### config.mk
export PLATFORM = sky130hd
export DESIGN_NAME = vga_timing_gen
export DESIGN_NICKNAME = d
export VERILOG_FILES = /design/src/rtl/vga_timing_gen.sv
export SDC_FILE = /design/constraint.sdc
export NUM_CORES = 1
export LEC_CHECK = 0
export ABC_AREA = 1
export CAP_MARGIN = 40
export CORE_MARGIN = 1
export CORE_UTILIZATION = 49
export CTS_CLUSTER_DIAMETER = 200
export DETAILED_ROUTE_END_ITERATION = 16
export GPL_TIMING_DRIVEN = 0
export PLACE_DENSITY = 0.79
export SLEW_MARGIN = 20
export SYNTH_ARGS = -nofsm -noshare
export SYNTH_HDL_FRONTEND = slang
export SYNTH_SLANG_ARGS = --single-unit
### constraint.sdc
create_clock -name iVGA_CLK -period 3.4 [get_ports iVGA_CLK]
set_input_delay 0.68 -clock iVGA_CLK [delete_from_list [all_inputs] [get_ports iVGA_CLK]]
set_output_delay 0.68 -clock iVGA_CLK [all_outputs]
set_load 0.02 [all_outputs]
### src/rtl/vga_timing_gen.sv
// VGA raster timing generator: free-running h/v counters feeding a 1-cycle
// coordinate stage for the pattern source and a 3-cycle sync/blank/RGB stage.
module vga_timing_gen #(
  parameter int H_SYNC  = 96,
  parameter int H_BACK  = 48,
  parameter int H_ACT   = 640,
  parameter int H_FRONT = 16,
  parameter int V_SYNC  = 2,
  parameter int V_BACK  = 33,
  parameter int V_ACT   = 480,
  parameter int V_FRONT = 10
) (
  input  logic       iVGA_CLK,
  input  logic       iRST,
  input  logic [9:0] iRed,
  input  logic [9:0] iGreen,
  input  logic [9:0] iBlue,
  output logic [9:0] oVGA_X,
  output logic [9:0] oVGA_Y,
  output logic       oRequest,
  output logic       oFrame_Start,
  output logic [7:0] oFrame_Cnt,
  output logic       oVGA_HS,
  output logic       oVGA_VS,
  output logic       oVGA_BLANK_N,
  output logic [9:0] oVGA_R,
  output logic [9:0] oVGA_G,
  output logic [9:0] oVGA_B
);

  localparam int H_TOTAL = H_SYNC + H_BACK + H_ACT + H_FRONT;
  localparam int V_TOTAL = V_SYNC + V_BACK + V_ACT + V_FRONT;
  localparam logic [9:0] H_MAX    = 10'(H_TOTAL - 1);
  localparam logic [9:0] V_MAX    = 10'(V_TOTAL - 1);
  localparam logic [9:0] H_SYNC_W = 10'(H_SYNC);
  localparam logic [9:0] V_SYNC_W = 10'(V_SYNC);
  localparam logic [9:0] H_ACT_LO = 10'(H_SYNC + H_BACK);
  localparam logic [9:0] H_ACT_HI = 10'(H_SYNC + H_BACK + H_ACT);
  localparam logic [9:0] V_ACT_LO = 10'(V_SYNC + V_BACK);
  localparam logic [9:0] V_ACT_HI = 10'(V_SYNC + V_BACK + V_ACT);

  logic [9:0] h_q, h_d, v_q, v_d;
  logic       active_d, hsync_d, vsync_d, frame_start_d;
  logic [9:0] x_d, y_d;

  // Stage 1 (coordinates) and in-sync flags carried down the pipe
  logic [9:0] x_q, y_q;
  logic       req_q, frame_start_q, hs1_q, vs1_q;
  logic [7:0] frame_cnt_q;
  // Stage 2
  logic       act2_q, hs2_q, vs2_q;
  // Stage 3 (pins)
  logic       hs_n_q, vs_n_q, blank_n_q;
  logic [9:0] r_q, g_q, b_q;

  always_comb begin
    h_d = (h_q == H_MAX) ? 10'd0 : h_q + 10'd1;
    v_d = v_q;
    if (h_q == H_MAX) begin
      v_d = (v_q == V_MAX) ? 10'd0 : v_q + 10'd1;
    end
    active_d      = (h_q >= H_ACT_LO) && (h_q < H_ACT_HI) &&
                    (v_q >= V_ACT_LO) && (v_q < V_ACT_HI);
    x_d           = active_d ? h_q - H_ACT_LO : 10'd0;
    y_d           = active_d ? v_q - V_ACT_LO : 10'd0;
    hsync_d       = h_q < H_SYNC_W;
    vsync_d       = v_q < V_SYNC_W;
    frame_start_d = (h_q == 10'd0) && (v_q == 10'd0);
  end

  always_ff @(posedge iVGA_CLK or posedge iRST) begin
    if (iRST) begin
      h_q           <= '0;
      v_q           <= '0;
      x_q           <= '0;
      y_q           <= '0;
      req_q         <= 1'b0;
      frame_start_q <= 1'b0;
      frame_cnt_q   <= '0;
      hs1_q         <= 1'b0;
      vs1_q         <= 1'b0;
      act2_q        <= 1'b0;
      hs2_q         <= 1'b0;
      vs2_q         <= 1'b0;
      hs_n_q        <= 1'b1;
      vs_n_q        <= 1'b1;
      blank_n_q     <= 1'b0;
      r_q           <= '0;
      g_q           <= '0;
      b_q           <= '0;
    end else begin
      h_q           <= h_d;
      v_q           <= v_d;
      x_q           <= x_d;
      y_q           <= y_d;
      req_q         <= active_d;
      frame_start_q <= frame_start_d;
      frame_cnt_q   <= frame_cnt_q + {7'd0, frame_start_d};
      hs1_q         <= hsync_d;
      vs1_q         <= vsync_d;
      act2_q        <= req_q;
      hs2_q         <= hs1_q;
      vs2_q         <= vs1_q;
      hs_n_q        <= ~hs2_q;
      vs_n_q        <= ~vs2_q;
      blank_n_q     <= act2_q;
      // Pattern stage returns colour one cycle after the coordinate, i.e. now
      r_q           <= act2_q ? iRed   : 10'd0;
      g_q           <= act2_q ? iGreen : 10'd0;
      b_q           <= act2_q ? iBlue  : 10'd0;
    end
  end

  assign oVGA_X       = x_q;
  assign oVGA_Y       = y_q;
  assign oRequest     = req_q;
  assign oFrame_Start = frame_start_q;
  assign oFrame_Cnt   = frame_cnt_q;
  assign oVGA_HS      = hs_n_q;
  assign oVGA_VS      = vs_n_q;
  assign oVGA_BLANK_N = blank_n_q;
  assign oVGA_R       = r_q;
  assign oVGA_G       = g_q;
  assign oVGA_B       = b_q;

endmodule

==> results.json <==
{
  "mostFrequentLayoutCells": "sky130_fd_sc_hd__clkdlybuf4s50_1, sky130_fd_sc_hd__nand2_1, sky130_fd_sc_hd__dfrtp_1",
  "syn_area_per_cell_um2": 9.76,
  "tritoncts": "built",
  "drt_pass1_iterations": 4,
  "whs_path_depth": 0,
  "clock_path_buffers": 2,
  "syn_area_um2": 3750,
  "timing.critical_path.fanout_max": 6,
  "drive_gt1_share_pct": 13.7,
  "slew_violations": 0,
  "max_slew.worst_pin.slew_ns": 0.454,
  "status": "completed",
  "ff2ff_setup_slack_ns": 1.13,
  "worstPathCellList": "inv_1, ha_1, nand4_1, nor3_1, ha_1, nand3_1, nor3_1, nand3_1, xnor2_1",
  "number_of_failing_hold_endpoints_at_the_final_stage": 0,
  "finish.net_count": 532,
  "vias_per_cell": 4.72,
  "upper_clock_frequency_limit_mhz": 440,
  "critical_path.max_stage_delay_ns": 0.46,
  "cts.repair.resized": 0,
  "cts.sink_count": 88,
  "layout.cells.most_common": "sky130_fd_sc_hd__clkdlybuf4s50_1",
  "drt.antenna.violating_nets": 0,
  "worst_r2r_endpoint": "oFrame_Cnt[7]",
  "origin_of_the_worst_min_delay_path": "hs1_q",
  "timing.max_cap.violations": 0,
  "clock-skew-final_ns": 0.0138,
  "leakage_nw": 2.67,
  "clock_tree.root_cell": "sky130_fd_sc_hd__clkbuf_8",
  "setup.worst_path.end_class": "flip-flop",
  "timing_worst_setup_path_type": "flip-flop to flip-flop",
  "globalRouteOverflowTotal": 0,
  "placementRows": 31,
  "cts-htree-levels": 3,
  "postCtsSetupBuffers": 0,
  "totalPowerFinal_w": 0.00190,
  "path_clk_slew_ns": 0.09,
  "final_period_minus_worst_setup_slack_ns": 2.27,
  "dp_hpwl_um": 5570,
  "irDropWorstVdd_v": 0.000157,
  "syn2layout_area_growth_pct": 35.2,
  "worstHoldPathType": "flip-flop to flip-flop",
  "grt_antenna_before_repair": 0,
  "setup.worst_path.start_class": "flip-flop",
  "yosys_register_bits": 88,
  "report.final.setup_viol": 0,
  "timing.hold.worst_endpoint": "hs2_q",
  "first_pass_grt_wire_length_um": 11700,
  "synth_warnings": 0,
  "utilization_pct": 69.1,
  "fin_crit_sh_pct": 66.9,
  "dr.first_iter.drc_count": 131,
  "critical_path.slowest_cell": "sky130_fd_sc_hd__dfrtp_1",
  "num_vias": 2803,
  "globalplace.congestion": 0.928,
  "floorplan.die_area_um2": 8000,
  "final_design_area_no_fill_um2": 5060,
  "cts_hold_buffers": 0,
  "wl_per_cell_um": 12.5,
  "grt_start_max_net_pins": 54,
  "rsz0062_at_grt": "false",
  "postRouteWirelength_um": 7410,
  "num_io_pins": 95,
  "clock_insertion_delay_worst_skew_ns": 0.36,
  "detail_route.drc_violations": 0,
  "synth.yosys.seq_area_share_pct": 58.8,
  "tritoncts.num_buffers": 9,
  "worst_ep_required_time_ns": 3.65,
  "die_x_um": 89.5,
  "synth.lib_cells_used.distinct": 26,
  "slew_headroom_pct": 69.7,
  "globalRouteTotalUtil_pct": 19.6,
  "postSynthCellCount": 384,
  "final-instance-count-excl-fill": 594,
  "die-height_um": 89.5,
  "setup.worst_path.start": "h_q[4]",
  "core_area_um2": 7330,
  "number_of_cell_instances_on_the_worst_register_to_register_path": 9,
  "initial_utilization_pct": 51.1,
  "cp_data_arrival_time_ns": 2.53,
  "first_global_vias": 2648,
  "port_buffers": 94,
  "power_density_cells_nw_per_um2": 375,
  "syn_nets": 426,
  "dp.cells": 578,
  "placed_cell_area_um2": 4840,
  "num_antenna_cells": 0,
  "timing.rr.start": "h_q[4]"
}
-- power by group --
part	internal [W]	switching [W]	total, W
clock network	0.000420	0.000375	0.000795
logic	0.0000343	0.0000252	0.0000595
registers	0.00105	0	0.00105
-- per-stage QoR --
| stage | worst slack, ns | TNS (ns) | hold slack (ns) |
|---|---|---|---|
| 6_report | 1.13 | 0 | 0.349 |
| 5_1_grt | 0.940 | 0 | 0.359 |
| 4_1_cts | 1.10 | 0 | 0.356 |
| 3_5_place_dp | 1.11 | 0 | 0.335 |
| 3_3_place_gp | -0.793 | -67.80 | 0.333 |
| 2_1_floorplan | 0.445 | 0 | 0.331 |
-- sequential cells by signal (all words and copies together), names as in the netlist --
| register | cells |
|---|---|
| vs2_q | 1 |
| act2_q | 1 |
| oVGA_B | 10 |
| oFrame_Start | 1 |
| oVGA_BLANK_N | 1 |
| hs1_q | 1 |
| oVGA_R | 10 |
| oVGA_Y | 10 |
| oFrame_Cnt | 8 |
| hs2_q | 1 |
| v_q | 10 |
| oRequest | 1 |
| oVGA_HS | 1 |
| vs1_q | 1 |
| h_q | 10 |
| oVGA_X | 10 |
| oVGA_VS | 1 |
| oVGA_G | 10 |
-- cells by family (layout without fill, tap and decap cells) --
kind of cell / after synthesis / in the layout / synth area share (%)
xor gates and xnor gates: 22 / 22 / 5.14
adders and majority gates: 10 / 10 / 3.34
AOI/OAI and AO/OA: 12 / 12 / 1.74
and+or+nand+nor: 179 / 179 / 22.6
DFF: 88 / 88 / 58.8
buffers and inverters: 73 / 184 / 8.38
-- layer usage --
layer,track usage [%],up-vias,part of all wire [%]
li1,-,1366,-
met1,22.4,1313,42
met2,33.6,107,48
met3,5.54,17,7.7
met4,10.4,0,2.1
met5,0,-,0
-- final cells by class --
cell class / count / area, um2
inverter: 63 / 239
tap: 99 / 124
fill: 525 / 2270
timing repair buffer: 95 / 968
multi-input combinational: 223 / 1230
buffer: 10 / 77.6
clock inverter: 7 / 98.8
sequential: 88 / 2200
clock buffer: 9 / 124
-- worst max-delay path: cells and delay by family, from the launching register on --
kind | cells | cell delay (ns)
and+or+nand+nor | 5 | 0.96
adders and majority gates | 2 | 0.42
xor gates and xnor gates | 1 | 0.15
buffers and inverters | 1 | 0.20
DFF | 1 | 0.46
-- Yosys cell counts --
| master | n | area [um2] |
|---|---|---|
| sky130_fd_sc_hd__nand4_1 | 4 | 25.0 |
| sky130_fd_sc_hd__inv_2 | 7 | 26.3 |
| sky130_fd_sc_hd__ha_1 | 10 | 125 |
| sky130_fd_sc_hd__nand2_2 | 3 | 18.8 |
| sky130_fd_sc_hd__o21ai_0 | 6 | 30.0 |
| sky130_fd_sc_hd__o22ai_1 | 1 | 6.26 |
| sky130_fd_sc_hd__xor2_1 | 18 | 158 |
| sky130_fd_sc_hd__buf_6 | 5 | 56.3 |
| sky130_fd_sc_hd__clkbuf_1 | 3 | 11.3 |
| sky130_fd_sc_hd__buf_2 | 1 | 5.00 |
| sky130_fd_sc_hd__nand3_2 | 4 | 40.0 |
| sky130_fd_sc_hd__dfrtp_1 | 86 | 2150 |
| sky130_fd_sc_hd__nor3_1 | 5 | 25.0 |
| sky130_fd_sc_hd__o21ai_1 | 1 | 5.00 |
| sky130_fd_sc_hd__inv_1 | 55 | 206 |
| sky130_fd_sc_hd__nand3_1 | 24 | 120 |
| sky130_fd_sc_hd__nor2_1 | 21 | 78.8 |
| sky130_fd_sc_hd__o21ai_2 | 1 | 8.76 |
| sky130_fd_sc_hd__nor2_4 | 6 | 67.6 |
| sky130_fd_sc_hd__nand2_1 | 92 | 345 |
| sky130_fd_sc_hd__nor2_2 | 20 | 125 |
| sky130_fd_sc_hd__xnor2_1 | 4 | 35.0 |
| sky130_fd_sc_hd__dfstp_2 | 2 | 52.6 |
| sky130_fd_sc_hd__clkbuf_2 | 1 | 5.00 |
| sky130_fd_sc_hd__clkinv_1 | 1 | 3.75 |
| sky130_fd_sc_hd__a21oi_1 | 3 | 15.0 |
-- worst max-delay path by stage --
stage                     to  slack (ns)  cells past startpoint
2_1_floorplan         act2_q        0.44                      1
3_3_place_gp          h_q[8]       -0.79                      2
4_1_cts        oFrame_Cnt[7]        1.10                      9
3_5_place_dp   oFrame_Cnt[7]        1.11                      9
6_report       oFrame_Cnt[7]        1.13                      9
5_1_grt        oFrame_Cnt[7]        0.94                      9
Power figures use the tool's default switching activity.
